## config.mk

```make
export PLATFORM = sky130hd
export DESIGN_NAME = fs_sequencer
export DESIGN_NICKNAME = d
export VERILOG_FILES = /design/src/rtl/fs_sequencer_pkg.sv /design/src/rtl/fs_sequencer_lock_sync.sv /design/src/rtl/fs_sequencer.sv
export SDC_FILE = /design/constraint.sdc
export NUM_CORES = 1
export LEC_CHECK = 0
export BUFFER_PORTS_ARGS = -buffer_cell sky130_fd_sc_hd__buf_2
export CORE_UTILIZATION = 60
export CTS_CLUSTER_DIAMETER = 100
export DETAILED_ROUTE_END_ITERATION = 8
export PLACE_DENSITY = 0.84
export SYNTH_ARGS = -nofsm -noshare
export SYNTH_HDL_FRONTEND = slang
export SYNTH_SLANG_ARGS = --single-unit
```

## constraint.sdc

```tcl
create_clock -name clk_256fs -period 3.7 [get_ports clk_256fs]
set_input_delay 0.185 -clock clk_256fs [delete_from_list [all_inputs] [get_ports clk_256fs]]
set_output_delay 0.185 -clock clk_256fs [all_outputs]
set_load 0.05 [all_outputs]
```

## src/rtl/fs_sequencer_pkg.sv

```systemverilog
// Shared types and constants for the 256fs startup sequencer.
// States, default timing constants and the sequencing counter width.
package fs_sequencer_pkg;

  localparam int CNT_W                = 16;
  localparam int DEF_LOCK_FILT        = 64;
  localparam int DEF_CODEC_RST_CYCLES = 256;
  localparam int DEF_SETTLE_CYCLES    = 1024;

  typedef enum logic [1:0] {
    WAIT_LOCK = 2'd0,
    CODEC_RST = 2'd1,
    SETTLE    = 2'd2,
    RUN       = 2'd3
  } seq_state_t;

endpackage

```

## src/rtl/fs_sequencer_lock_sync.sv

```systemverilog
// Two-flop synchronizer that brings the asynchronous PLL lock into the 256fs domain.
module lock_sync (
  input  logic clk,
  input  logic rst,
  input  logic d,
  output logic q
);

  logic meta;

  always_ff @(posedge clk) begin
    if (rst) begin
      meta <= 1'b0;
      q    <= 1'b0;
    end else begin
      meta <= d;
      q    <= meta;
    end
  end

endmodule

```

## src/rtl/fs_sequencer.sv

```systemverilog
// Codec/DSP startup sequencer and sample-frame phase generator on the 256fs clock.
// Define FS_SEQUENCER_LOCK_CNT_EN to add the saturating lock_lost_count output.
module fs_sequencer
  import fs_sequencer_pkg::*;
#(
  parameter int LOCK_FILT        = DEF_LOCK_FILT,
  parameter int CODEC_RST_CYCLES = DEF_CODEC_RST_CYCLES,
  parameter int SETTLE_CYCLES    = DEF_SETTLE_CYCLES
) (
  input  logic       clk_256fs,
  input  logic       rst,
  input  logic       pll_lock,
  output logic       rst_codec,
  output logic       rst_dsp,
  output logic       strobe_fs,
  output logic [7:0] fs_phase,
  output logic       running
`ifdef FS_SEQUENCER_LOCK_CNT_EN
  ,
  output logic [7:0] lock_lost_count
`endif
);

  // Terminal counts; each parameter is expected to lie in 1..65535.
  localparam logic [CNT_W-1:0] FILT_LAST   = CNT_W'(LOCK_FILT - 1);
  localparam logic [CNT_W-1:0] CODEC_LAST  = CNT_W'(CODEC_RST_CYCLES - 1);
  localparam logic [CNT_W-1:0] SETTLE_LAST = CNT_W'(SETTLE_CYCLES - 1);
  localparam logic [CNT_W-1:0] CNT_ONE     = CNT_W'(1);

  logic             lock_s;
  logic             lock_drop;
  seq_state_t       state, state_nxt;
  logic [CNT_W-1:0] cnt, cnt_nxt;
  logic [7:0]       phase_nxt;

  lock_sync u_lock_sync (
    .clk (clk_256fs),
    .rst (rst),
    .d   (pll_lock),
    .q   (lock_s)
  );

  assign lock_drop = (state != WAIT_LOCK) && !lock_s;

  always_comb begin
    state_nxt = state;
    cnt_nxt   = cnt;
    phase_nxt = 8'd0;
    // Lock loss outranks any terminal count reached on the same cycle.
    if (lock_drop) begin
      state_nxt = WAIT_LOCK;
      cnt_nxt   = '0;
    end else begin
      unique case (state)
        WAIT_LOCK: begin
          if (!lock_s) begin
            cnt_nxt = '0;
          end else if (cnt == FILT_LAST) begin
            state_nxt = CODEC_RST;
            cnt_nxt   = '0;
          end else begin
            cnt_nxt = cnt + CNT_ONE;
          end
        end
        CODEC_RST: begin
          if (cnt == CODEC_LAST) begin
            state_nxt = SETTLE;
            cnt_nxt   = '0;
          end else begin
            cnt_nxt = cnt + CNT_ONE;
          end
        end
        SETTLE: begin
          if (cnt == SETTLE_LAST) begin
            state_nxt = RUN;
            cnt_nxt   = '0;
          end else begin
            cnt_nxt = cnt + CNT_ONE;
          end
        end
        RUN: begin
          cnt_nxt = '0;
        end
      endcase
    end
    if (state_nxt == RUN && state == RUN) begin
      phase_nxt = fs_phase + 8'd1;
    end
  end

  // Outputs are registered from the next state so they line up with the state register.
  always_ff @(posedge clk_256fs) begin
    if (rst) begin
      state     <= WAIT_LOCK;
      cnt       <= '0;
      rst_codec <= 1'b1;
      rst_dsp   <= 1'b1;
      running   <= 1'b0;
      fs_phase  <= 8'd0;
      strobe_fs <= 1'b0;
    end else begin
      state     <= state_nxt;
      cnt       <= cnt_nxt;
      rst_codec <= (state_nxt == WAIT_LOCK) || (state_nxt == CODEC_RST);
      rst_dsp   <= (state_nxt != RUN);
      running   <= (state_nxt == RUN);
      fs_phase  <= phase_nxt;
      strobe_fs <= (state_nxt == RUN) && (phase_nxt == 8'hFF);
    end
  end

`ifdef FS_SEQUENCER_LOCK_CNT_EN
  always_ff @(posedge clk_256fs) begin
    if (rst) begin
      lock_lost_count <= 8'd0;
    end else if (lock_drop && lock_lost_count != 8'hFF) begin
      lock_lost_count <= lock_lost_count + 8'd1;
    end
  end
`else
  // Lock-loss event counting is not built in this configuration.
`endif

endmodule

```

Word level (Yosys, flattened, before mapping)
Cells that the tools add are included.

Bits in registers: 32. Input bits: 3. Output and inout port bits: 12. Logic and storage cells: 42.

Add/sub/neg operators: 2. Equality and inequality tests: 10. Mux-type cells: 12. Reduce and logical (&&, ||, !) cells: 9.

Operators with widths (count): $mux W16 (4); $pmux W16 S4 (1); $add A16 B1 Y16 const B (1); $eq A16 B10 Y1 const B (1); $eq A16 B6 Y1 const B (1); $eq A16 B8 Y1 const B (1); $mux W2 (5); $add A8 B1 Y8 const B (1); $eq A8 B8 Y1 const B (1); $mux W8 (1); $eq A2 B2 Y1 const B (3); $pmux W2 S3 (1); $eq A2 B1 Y1 const B (2); $logic_not A2 Y1 (2); $logic_and A1 B1 Y1 (3); $ne A2 B2 Y1 const B (1); $reduce_bool A2 Y1 (1); $reduce_or A2 Y1 (1); $logic_not A1 Y1 (1); $logic_or A1 B1 Y1 (1).

Depth between registers and ports, before layout
Word-level depth: 10. Mapped depth: 6. Mapped depth without buffers: 5.

Hierarchy
From an unflattened synthesis, not the netlist that was laid out.

Cell total of the unflattened synthesis: 158. Area, all modules: 1463.9 sq um.

Modules (own cells, without submodules): fs_sequencer (times used 1, cells each 154, area each 1411.4 sq um, seq. area each 600.6 sq um); lock_sync (times used 1, cells each 4, area each 52.6 sq um, seq. area each 40.0 sq um).

Worst setup path before layout
OpenSTA, ideal clock, no wires.

Kind: reg2reg. Start point: register fs_phase[0]. End point: register strobe_fs. Setup time: 0.061 ns. Arrival time: 1.715 ns. Required time: 3.639 ns. Path slack: 1.924 ns. Cell stages (with the launch flop): 6. Buffers on the path: 0. Period minus slack after synthesis: 1.776 ns. Cells stage by stage: dfxtp_1 ha_1 nand2_1 or3_1 a21oi_2 and4bb_1.

Cells in the longest elaborated chain, start to end: 4.

Ends and longest elaborated chain: from (decl) (line fs_sequencer.sv:16) `output logic [7:0] fs_phase,`; from (signal assigned) (line fs_sequencer.sv:107) `fs_phase <= phase_nxt;`; $add A8 B1 Y8 (line fs_sequencer.sv:87) `phase_nxt = fs_phase + 8'd1;`; $mux W8 (line fs_sequencer.sv:86) `if (state_nxt == RUN && state == RUN) begin`; $eq A8 B8 Y1 (line fs_sequencer.sv:108) `strobe_fs <= (state_nxt == RUN) && (phase_nxt == 8'hFF);`; $logic_and A1 B1 Y1 (line fs_sequencer.sv:108); to (signal assigned) (line fs_sequencer.sv:108); to (decl) (line fs_sequencer.sv:15) `output logic strobe_fs,`.

No other way between the ends. A chain may end at the register's enable or synchronous reset.

Worst setup path after layout
Start point: register u_lock_sync.q. End point: register cnt[3].

Cells in the longest elaborated chain, start to end: 3. Elaborated cells on any way between the ends: 5. Classes of those cells: mux: 2; reduce/logical: 3.

Ends and longest elaborated chain: from (decl) (line fs_sequencer_lock_sync.sv:6) `output logic q`; from (signal assigned) (line fs_sequencer_lock_sync.sv:17) `q <= meta;`; branches (longest 3 deep; another with $mux W16); to (signal assigned) (line fs_sequencer.sv:103) `cnt <= cnt_nxt;`; to (decl) (line fs_sequencer.sv:33) `logic [CNT_W-1:0] cnt, cnt_nxt;`.

Several ways; the timed one is not identified.

==> flow_summary.ini <==
[run_status]
status = complete, no violations

[place]
dp_hpwl_um = 1840
io_buffer_count = 14
dp_cells = 185
gp_congestion = 0.808
pre_cts_ws_ns = 2.09

[yosys]
synthFlopType = dfxtp_1
synth_most_common_cell = dfxtp_1
ys_top_cells_by_count = dfxtp_1, nor2_1, nor3_1
synth_mux_area_share_pct = 0
synth_adder_area_share_pct = 1.81
avgSynthCellArea_um2 = 9.22
synth_compound_area_share_pct = 5.70
yosysTopAreaCell = dfxtp_1
ys_ff_latch = 32
synth_warnings = 0
synth_top_family_by_area = simple AND/OR/NAND/NOR gates
synth_top_area_share_pct = 46.3
synthCells = 150
synth-simple-area-share_pct = 31.0
synth.net_count = 155
synthesis.area_um2 = 1380
synthTopCellsByArea = dfxtp_1, xnor2_1, nor2_1
synth_edf_count = 0
synthDistinctLibCells = 34
synthXorXnorAreaFrac_pct = 12.0
async_flop_share_pct = 0
ys_seq_area_share_pct = 46.3

[clocking]
cts.sinks = 32
hold_buffers = 0
clk_pin_slew_ns = 0.09
cts_setup_buffers = 0
cts_root_buffer = clkbuf_4
cts_max_path_buffers = 2
worstSkewPairLatency_ns = 0.33
cts_resized = 0
cts_tree = yes
cts_buffers = 5
htreeDepth = 2

[worst_setup_path]
crit_path_end_kind = register
worstPathArrival_ns = 1.85
endpoint = cnt[3]
cp_max_fo = 16
r2r_end = cnt[3]
ff2ff_path_depth = 3
startpoint = u_lock_sync.q
cp-start-kind = register
path_class = register to register
r2r_setup_slack_ns = 2.10
rr_startpoint = u_lock_sync.q
cp.required_ns = 3.95

[detailed_routing]
ant_nets = 0
num_vias = 1124
wl_per_cell_um = 13.8
drc_errors = 0
initialDrtViolationCount = 27
first_pass_iters = 4
postRouteWirelength_um = 2660
viasPerCell = 5.82

[sta]
tns_ns = 0
max_freq_ghz = 0.624
slew_viol_final = 0
period_share_pct = 43.3
finalSetupViolations = 0
setup_ws_ns = 2.10
period_needed_ns = 1.60
rsz0062_at_grt = no
relSlewSlack_pct = 65.4
hold_viol_final = 0
worst_pin_slew_ns = 0.518
clock_skew_ns = 0.00476

[floorplan]
start_util_pct = 63.1
die-area_um2 = 2500
core_um2 = 2190
row_count = 17
chipWidth_um = 50.0
die_h_um = 50.0
io-pin-count = 15

[worst_hold_path]
worstHoldPathType = input port to register

[grt]
grt.total_usage_pct = 25.4
overflow = 0
grt_pass1_vias = 1081
grt_max_degree = 17
grt_pass1_wl_um = 4640
antenna_found_initial = 0

[flow_run]
timing.max_cap.violations = 0

[layout]
drive_above_1_share_pct = 16.4
num_antenna_cells = 0
area_growth_pct = 9.59
stdcell_count = 193
fillCellCount = 171
fin_nets = 169

[power_and_ir_drop]
power.leakage_uw = 0.000512
max-vdd-ir-drop_v = 0.000260
p_per_area_nw_per_um2 = 368
## logic make-up (layout without fill, tap and decap cells)
| family | after synthesis | after routing |
|---|---|---|
| xor gates and xnor gates | 19 | 19 |
| buffers and inverters | 10 | 25 |
| DFF | 32 | 32 |
| and+or+nand+nor | 78 | 78 |
| AOI/OAI and AO/OA | 9 | 9 |
| adders and majority gates | 2 | 2 |
## report_power, final
part           switching [uW]  leakage (uW)  internal (uW)
combinational            2.71      0.000221           1.75
sequential              0.650      0.000258            345
clock                     114     0.0000326           93.6
total                     117      0.000512            441
## critical path, cell delays in order, from the launching register on
cell	delay, ns
dfxtp_1	0.32
nor2b_1	0.42
nand2_1	0.46
nor3_1	0.31
## metal layers
layer / wire length (um) / vias to the layer above / global-route usage, %
met1: 1100 / 526 / 28.1
met3: 129 / 10 / 9.88
met2: 1380 / 30 / 42.0
li1: - / 558 / -
met5: 0 / - / 0
met4: 48 / 0 / 11.9
## cells in the final DEF, fill, tap and decap left out, types with 2 or more instances in the layout
cell type / synthesis / routed
clkbuf_1: 3 / 2
nand2_1: 8 / 8
nand4_2: 2 / 2
xnor2_1: 11 / 11
clkbuf_4: 0 / 5
dfxtp_1: 32 / 32
nor2b_1: 3 / 3
nor3_1: 12 / 12
o21ai_0: 2 / 2
nor2_1: 20 / 20
xor2_1: 8 / 8
buf_2: 4 / 14
nand3_1: 10 / 10
ha_1: 2 / 2
nor4_1: 5 / 5
nand4_1: 7 / 7
inv_1: 3 / 3
## registers in the layout (all words and copies together), names as in the netlist
register          count
cnt                  16
fs_phase              8
rst_codec             1
rst_dsp               1
running               1
state                 2
strobe_fs             1
u_lock_sync.meta      1
u_lock_sync.q         1
## worst min-delay path by stage
stage	from	to	slack, ns	depth (start not counted)
detailed placement	rst	u_lock_sync.q	0.38	2
global route	rst	u_lock_sync.meta	0.01	2
finish	rst	u_lock_sync.q	0.03	2
floorplan	rst	u_lock_sync.meta	0.26	1
global placement	rst	u_lock_sync.meta	0.37	2
CTS	rst	u_lock_sync.q	0.02	2
## metrics by stage
stage | cell area [um2] | utilization, % | power [uW] | hold slack, ns
final | 1520 | 69.2 | 558 | 0.0289
after global routing | 1520 | 69.2 | 579 | 0.0144
after CTS | 1520 | 69.2 | 563 | 0.0228
after detailed placement | 1460 | 66.5 | 359 | 0.384
after global placement | 1460 | 66.5 | 358 | 0.374
after floorplan | 1380 | - | 357 | 0.257
## cell type report
type                       instances  area (um2)  share of cell area, %
clock buffer                       8        58.8                   3.88
inverter                           3        11.3                  0.743
multi-input combinational        108         699                   46.2
sequential                        32         641                   42.3
tap                               28        35.0                   2.31
timing repair buffer              14        70.1                   4.62
Note: power is estimated with default switching activity, not from simulation.
